==> src/rtl/cpu_pkg.sv <==
// cpu_pkg
//  Shared definitions for the fetch front end.
//  - Bit positions of the instruction fields (opcode, rs, rt, rd, shamt,
//    funct, imm16, jidx).
//  - NOP word, used as the contents of empty instruction buffer slots.
//  - Fetch FSM state encoding.
//  - Default reset PC and the sequential PC increment helper.
package cpu_pkg;

   localparam logic [31:0] DEFAULT_RESET_PC = 32'h0000_0000;
   localparam logic [31:0] NOP_WORD         = 32'h0000_0000;

   localparam int OP_MSB    = 31;
   localparam int OP_LSB    = 26;
   localparam int RS_MSB    = 25;
   localparam int RS_LSB    = 21;
   localparam int RT_MSB    = 20;
   localparam int RT_LSB    = 16;
   localparam int RD_MSB    = 15;
   localparam int RD_LSB    = 11;
   localparam int SHAMT_MSB = 10;
   localparam int SHAMT_LSB = 6;
   localparam int FUNCT_MSB = 5;
   localparam int FUNCT_LSB = 0;
   localparam int IMM_MSB   = 15;
   localparam int IMM_LSB   = 0;
   localparam int JIDX_MSB  = 25;
   localparam int JIDX_LSB  = 0;

   typedef enum logic [1:0] {
      FETCH_IDLE    = 2'd0,
      FETCH_REQ     = 2'd1,
      FETCH_DISCARD = 2'd2
   } fetch_state_t;

   // Sequential word step; wraps FFFF_FFFC -> 0000_0000 naturally.
   function automatic logic [31:0] pc_inc(input logic [31:0] pc);
      return pc + 32'd4;
   endfunction

endpackage

==> src/rtl/instr_fifo.sv <==
// instr_fifo
//  Small circular buffer of fetched {pc, instr} entries.
//  Ports:
//   clk, rst_n        clock, asynchronous active-low reset
//   push, push_data   write one entry (ignored when full and not popping)
//   pop               drop the head entry (ignored when empty)
//   flush             empty the buffer; wins over push, pop is irrelevant
//   head_data         entry at the head (combinational)
//   count             number of valid entries
//   full, empty       count==DEPTH / count==0
module instr_fifo
   import cpu_pkg::*;
#(
   parameter int DEPTH = 2,
   parameter int WIDTH = 64,
   localparam int PTR_W = (DEPTH > 1) ? $clog2(DEPTH) : 1,
   localparam int CNT_W = $clog2(DEPTH + 1)
) (
   input  logic             clk,
   input  logic             rst_n,
   input  logic             push,
   input  logic [WIDTH-1:0] push_data,
   input  logic             pop,
   input  logic             flush,
   output logic [WIDTH-1:0] head_data,
   output logic [CNT_W-1:0] count,
   output logic             full,
   output logic             empty
);

   logic [WIDTH-1:0] mem [DEPTH];
   logic [PTR_W-1:0] rd_ptr;
   logic [PTR_W-1:0] wr_ptr;
   logic             do_push;
   logic             do_pop;

   function automatic logic [PTR_W-1:0] ptr_inc(input logic [PTR_W-1:0] p);
      if (p == PTR_W'(DEPTH - 1))
         return '0;
      return p + 1'b1;
   endfunction

   assign full      = (count == CNT_W'(DEPTH));
   assign empty     = (count == '0);
   assign do_pop    = pop && !empty;
   // A full buffer can still take a push when the head leaves in the same cycle.
   assign do_push   = push && (!full || do_pop);
   assign head_data = mem[rd_ptr];

   // Storage is cleared on reset so the head reads as NOP with a zero PC.
   always_ff @(posedge clk or negedge rst_n) begin
      if (!rst_n) begin
         rd_ptr <= '0;
         wr_ptr <= '0;
         count  <= '0;
         for (int i = 0; i < DEPTH; i++)
            mem[i] <= {{(WIDTH - 32){1'b0}}, NOP_WORD};
      end else if (flush) begin
         rd_ptr <= '0;
         wr_ptr <= '0;
         count  <= '0;
      end else begin
         if (do_push) begin
            mem[wr_ptr] <= push_data;
            wr_ptr      <= ptr_inc(wr_ptr);
         end
         if (do_pop)
            rd_ptr <= ptr_inc(rd_ptr);
         if (do_push && !do_pop)
            count <= count + 1'b1;
         else if (do_pop && !do_push)
            count <= count - 1'b1;
      end
   end

endmodule

==> src/rtl/instr_fetch_unit.sv <==
// instr_fetch_unit
//  Fetch stage: owns the PC, issues one word request at a time to instruction
//  memory, buffers returned words and presents the head split into fields.
//  Ports:
//   clk, rst_n               clock, asynchronous active-low reset
//   imem_req/imem_addr       request and word address, held until imem_ack
//   imem_ack/imem_rdata      request accepted, data valid this cycle
//   redirect/redirect_pc     flush and refetch from redirect_pc (low bits 0)
//   out_valid/out_ready      head handshake
//   out_pc, out_instr        head PC and word
//   out_op..out_jidx         head instruction fields
module instr_fetch_unit
   import cpu_pkg::*;
#(
   parameter logic [31:0] RESET_PC = DEFAULT_RESET_PC,
   parameter int          DEPTH    = 2
) (
   input  logic        clk,
   input  logic        rst_n,
   output logic        imem_req,
   output logic [31:0] imem_addr,
   input  logic        imem_ack,
   input  logic [31:0] imem_rdata,
   input  logic        redirect,
   input  logic [31:0] redirect_pc,
   output logic        out_valid,
   input  logic        out_ready,
   output logic [31:0] out_pc,
   output logic [31:0] out_instr,
   output logic [5:0]  out_op,
   output logic [4:0]  out_rs,
   output logic [4:0]  out_rt,
   output logic [4:0]  out_rd,
   output logic [4:0]  out_shamt,
   output logic [5:0]  out_funct,
   output logic [15:0] out_imm16,
   output logic [25:0] out_jidx
);

   localparam int CNT_W = $clog2(DEPTH + 1);

   fetch_state_t     state;
   fetch_state_t     next_state;
   logic [31:0]      fetch_pc;
   logic [31:0]      fetch_pc_next;
   logic [31:0]      req_addr;
   logic [31:0]      redirect_target;
   logic             push;
   logic             pop;
   logic             load_addr;
   logic [63:0]      head_data;
   logic [CNT_W-1:0] count;
   logic [CNT_W-1:0] count_after_push;
   logic             full;
   logic             empty;
   logic [31:0]      head_instr;

   instr_fifo #(
      .DEPTH (DEPTH),
      .WIDTH (64)
   ) u_fifo (
      .clk       (clk),
      .rst_n     (rst_n),
      .push      (push),
      .push_data ({fetch_pc, imem_rdata}),
      .pop       (pop),
      .flush     (redirect),
      .head_data (head_data),
      .count     (count),
      .full      (full),
      .empty     (empty)
   );

   assign redirect_target  = redirect_pc & 32'hFFFF_FFFC;
   assign pop              = out_valid && out_ready;
   assign count_after_push = count + CNT_W'(1) - CNT_W'(pop);

   // Next state, PC and push decision. load_addr marks a new request being
   // issued next cycle; its address is captured separately so a redirect
   // cannot disturb the address of a request still waiting for its ack.
   always_comb begin
      next_state    = state;
      fetch_pc_next = fetch_pc;
      push          = 1'b0;
      load_addr     = 1'b0;
      unique case (state)
         FETCH_IDLE: begin
            if (!redirect && !full) begin
               next_state = FETCH_REQ;
               load_addr  = 1'b1;
            end
         end
         FETCH_REQ: begin
            if (redirect) begin
               next_state = imem_ack ? FETCH_IDLE : FETCH_DISCARD;
            end else if (imem_ack) begin
               push          = 1'b1;
               fetch_pc_next = pc_inc(fetch_pc);
               if (count_after_push < CNT_W'(DEPTH))
                  load_addr = 1'b1;
               else
                  next_state = FETCH_IDLE;
            end
         end
         FETCH_DISCARD: begin
            if (imem_ack)
               next_state = FETCH_IDLE;
         end
         default: next_state = FETCH_IDLE;
      endcase
      if (redirect)
         fetch_pc_next = redirect_target;
   end

   always_ff @(posedge clk or negedge rst_n) begin
      if (!rst_n) begin
         state    <= FETCH_IDLE;
         fetch_pc <= RESET_PC;
         req_addr <= RESET_PC;
      end else begin
         state    <= next_state;
         fetch_pc <= fetch_pc_next;
         if (load_addr)
            req_addr <= fetch_pc_next;
      end
   end

   assign imem_req  = (state != FETCH_IDLE);
   assign imem_addr = req_addr;

   // Head fields read as zero whenever nothing valid is presented.
   assign out_valid  = !empty;
   assign out_pc     = out_valid ? head_data[63:32] : 32'h0;
   assign head_instr = out_valid ? head_data[31:0]  : 32'h0;
   assign out_instr  = head_instr;
   assign out_op     = head_instr[OP_MSB:OP_LSB];
   assign out_rs     = head_instr[RS_MSB:RS_LSB];
   assign out_rt     = head_instr[RT_MSB:RT_LSB];
   assign out_rd     = head_instr[RD_MSB:RD_LSB];
   assign out_shamt  = head_instr[SHAMT_MSB:SHAMT_LSB];
   assign out_funct  = head_instr[FUNCT_MSB:FUNCT_LSB];
   assign out_imm16  = head_instr[IMM_MSB:IMM_LSB];
   assign out_jidx   = head_instr[JIDX_MSB:JIDX_LSB];

endmodule

==> config.mk <==
export PLATFORM = sky130hd
export DESIGN_NAME = instr_fetch_unit
export DESIGN_NICKNAME = d
export VERILOG_FILES = /design/src/rtl/cpu_pkg.sv /design/src/rtl/instr_fifo.sv /design/src/rtl/instr_fetch_unit.sv
export SDC_FILE = /design/constraint.sdc
export NUM_CORES = 1
export LEC_CHECK = 0
export ABC_AREA = 1
export CAP_MARGIN = 20
export CORE_MARGIN = 3
export CORE_UTILIZATION = 45
export CTS_BUF_LIST = sky130_fd_sc_hd__clkbuf_16
export DETAILED_ROUTE_END_ITERATION = 16
export GPL_TIMING_DRIVEN = 1
export MAX_ROUTING_LAYER = met4
export PLACE_DENSITY = 0.76
export SLEW_MARGIN = 20
export SYNTH_ARGS = -nofsm -noshare
export SYNTH_HDL_FRONTEND = slang
export SYNTH_SLANG_ARGS = --single-unit
==> constraint.sdc <==
create_clock -name clk -period 3.65 [get_ports clk]
set_input_delay 0.365 -clock clk [delete_from_list [all_inputs] [get_ports clk]]
set_output_delay 0.365 -clock clk [all_outputs]
set_load 0.03 [all_outputs]
==> results.json <==
{
  "cp-end-kind": "output port",
  "worstSkewPairLatency_ns": 0.43,
  "tns_ns": 0,
  "cts_buffer_depth": 2,
  "route.detailed.drc": 0,
  "dp_hpwl_um": 17720,
  "core_area_um2": 21350,
  "hold_buffers": 0,
  "vias": 8534,
  "htree_levels": 4,
  "synth_cells": 1267,
  "viasPerCell": 5.050,
  "gp_congestion": 0.8862,
  "synth.most_common_cell": "nand2_1",
  "post-route-min-period_ns": 3.336,
  "synth-edff-count": 0,
  "rsz0062_at_grt": "false",
  "fmax_mhz": 299.8,
  "grt_max_degree": 102,
  "setup_viol": 0,
  "synth.top_cell.area_share": 0.4999,
  "syn-num-nets": 1339,
  "synth.cell_area_um2": 9912,
  "grt_pass1_wl_um": 41680,
  "grt_pass1_vias": 8035,
  "power.density_nw_per_um2": 954.7,
  "yosysWarningCount": 0,
  "layout_setup_ws_ns": 0.3140,
  "maxCapViolCount": 0,
  "seq_area_frac_synth": 0.4999,
  "netlist_top_cells_area": "dfrtp_1 50%, nand2_1 15%, o21ai_0 7.6%",
  "drive_above_1_share": 0.05371,
  "place_ws_ns": 0.7154,
  "start_kind": "flip-flop",
  "synth_commonest_cells": "404 x nand2_1, 198 x dfrtp_1, 151 x o21ai_0",
  "hold_viol_final": 0,
  "numPortBuffers": 238,
  "crit_type": "flip-flop to output port",
  "clk_pin_slew_worst_paths_ns": 0.07,
  "antenna_found_initial": 0,
  "cp_max_fo": 28,
  "synth_area_per_cell_um2": 7.823,
  "numCtsBuffers": 17,
  "post-route-period-util": 0.9140,
  "drtIter0Drc": 671,
  "required_ns": 3.28,
  "slew_headroom": 0.4528,
  "drv_slew": 0,
  "ant_nets": 0,
  "postSynth.asyncResetShare": 1.000,
  "io_pins": 241,
  "yosys.area.top_type": "dfrtp_1",
  "ys_types": 35,
  "cts_num_sinks": 198,
  "detail_route.wl_per_cell_um": 14.96,
  "dieHeight_um": 154.4,
  "post-cts-setup-buffers": 0,
  "die_w_um": 154.4,
  "dr.pass1.iters": 5,
  "worstHoldPathType": "input port to async pin",
  "skew_ns": 0.009278,
  "tightest_slew_ns": 0.8207,
  "grt_usage": 0.2198,
  "synthToLayoutAreaGrowth_pct": 26.26,
  "synth-seq-cells": 198,
  "irDropWorstVdd_mv": 0.4588,
  "rows": 53,
  "overflow": 0,
  "cts-root-buf": "clkbuf_16",
  "status": "finished, final reports clean",
  "cts_tree": "yes",
  "critPathArrivalTime_ns": 2.97,
  "final_nets": 1474,
  "power_leakage_nw": 5.823,
  "diodes": 0,
  "whs_ns": 0.03085,
  "initial_utilization": 0.4642,
  "ys.flop_type": "dfrtp_1",
  "fillers": 1952,
  "cts_resized": 0,
  "dieArea_um2": 23840,
  "routed_wirelength_um": 25290
}
-- where the power goes --
part | internal, mW | switching, mW
Combinational | 2.47 | 4.12
Clock | 0.960 | 0.884
Sequential | 3.05 | 0.470
-- cell type report --
cell class | instances | area (um^2) | share of cell area
tap | 275 | 344.1 | 0.02749
timing repair buffer | 253 | 2536 | 0.2027
sequential | 198 | 4959 | 0.3962
clock inverter | 15 | 148.9 | 0.01190
inverter | 113 | 424.2 | 0.03389
multi-input combinational | 819 | 3677 | 0.2938
clock buffer | 17 | 425.4 | 0.03399
-- kinds of logic after synthesis --
kind of cell / Yosys count / share of synthesized area
compound gates: 251 / 0.1325
xor+xnor: 6 / 0.005302
fa+ha+maj: 3 / 0.003787
buf+inv: 250 / 0.1299
flops: 198 / 0.4999
simple gates: 559 / 0.2286
-- cell usage in the layout, fill, tap and decap left out, types with 2 or more instances in the layout --
master	synthesis	final
a21boi_0	6	6
a21oi_1	66	66
a31oi_1	5	5
and2_1	4	4
buf_12	0	3
buf_4	80	12
clkbuf_16	0	17
clkdlybuf4s50_1	0	237
clkinv_4	0	3
clkinvlp_4	0	5
dfrtp_1	198	197
ha_1	3	3
inv_1	109	109
inv_2	3	4
inv_6	0	2
inv_8	0	3
nand2_1	404	404
nand3_1	61	61
nand3b_1	2	2
nand4_1	4	4
nor2_1	63	62
nor2_2	3	3
nor2_4	1	2
nor3_1	3	3
o21ai_0	151	151
o21ai_1	11	11
o21ai_2	5	5
o21bai_1	3	3
or2_2	12	12
xor2_1	5	5
-- through the flow --
stage,cell area [um^2],instances,util,power [mW]
after floorplan,9912,1267,-,8.039
after global placement,11940,1658,0.5592,10.04
after detailed placement,11940,1658,0.5592,10.17
after CTS,12510,1690,0.5861,12.05
after global routing,12510,1690,0.5861,12.67
final,12510,1690,0.5861,11.95
-- final timing paths --
kind	end	startpoint	depth (start not counted)	slack [ns]
hold reg to reg	u_fifo.mem[86]	u_fifo.mem[86]	2	0.46
setup / recovery	out_rt[1]	u_fifo.count[0]	7	0.31
max in group asynchronous	u_fifo.rd_ptr	rst_n	2	2.80
setup reg to reg	u_fifo.mem[3]	u_fifo.count[0]	10	0.79
hold / removal	imem_addr[27]	rst_n	1	0.03
min in group clk	u_fifo.mem[86]	u_fifo.mem[86]	2	0.46
-- sequential cells by signal, indices dropped and copies added (netlist names) --
name,count
u_fifo.wr_ptr,1
u_fifo.rd_ptr,1
u_fifo.mem,128
u_fifo.count,2
state,2
fetch_pc,32
imem_addr,32
-- worst max-delay path, stage by stage, from the launching register on --
cell             delay (ns)
dfrtp_1                0.36
inv_1                  0.09
ha_1                   0.21
inv_2                  0.35
buf_4                  0.35
o21ai_0                0.12
a21oi_1                0.31
clkdlybuf4s50_1        0.74
-- metal layers --
layer  global-route usage  vias to the layer above  part of all wire  wire [um]
met5                    -                        -                 0          0
met4              0.04752                        0             0.015        374
met3              0.03553                       23             0.059       1501
met2               0.3401                      318              0.46      11670
met1               0.3090                     3994              0.46      11740
li1                     -                     4199                 -          -
Power figures use the tool's default switching activity.
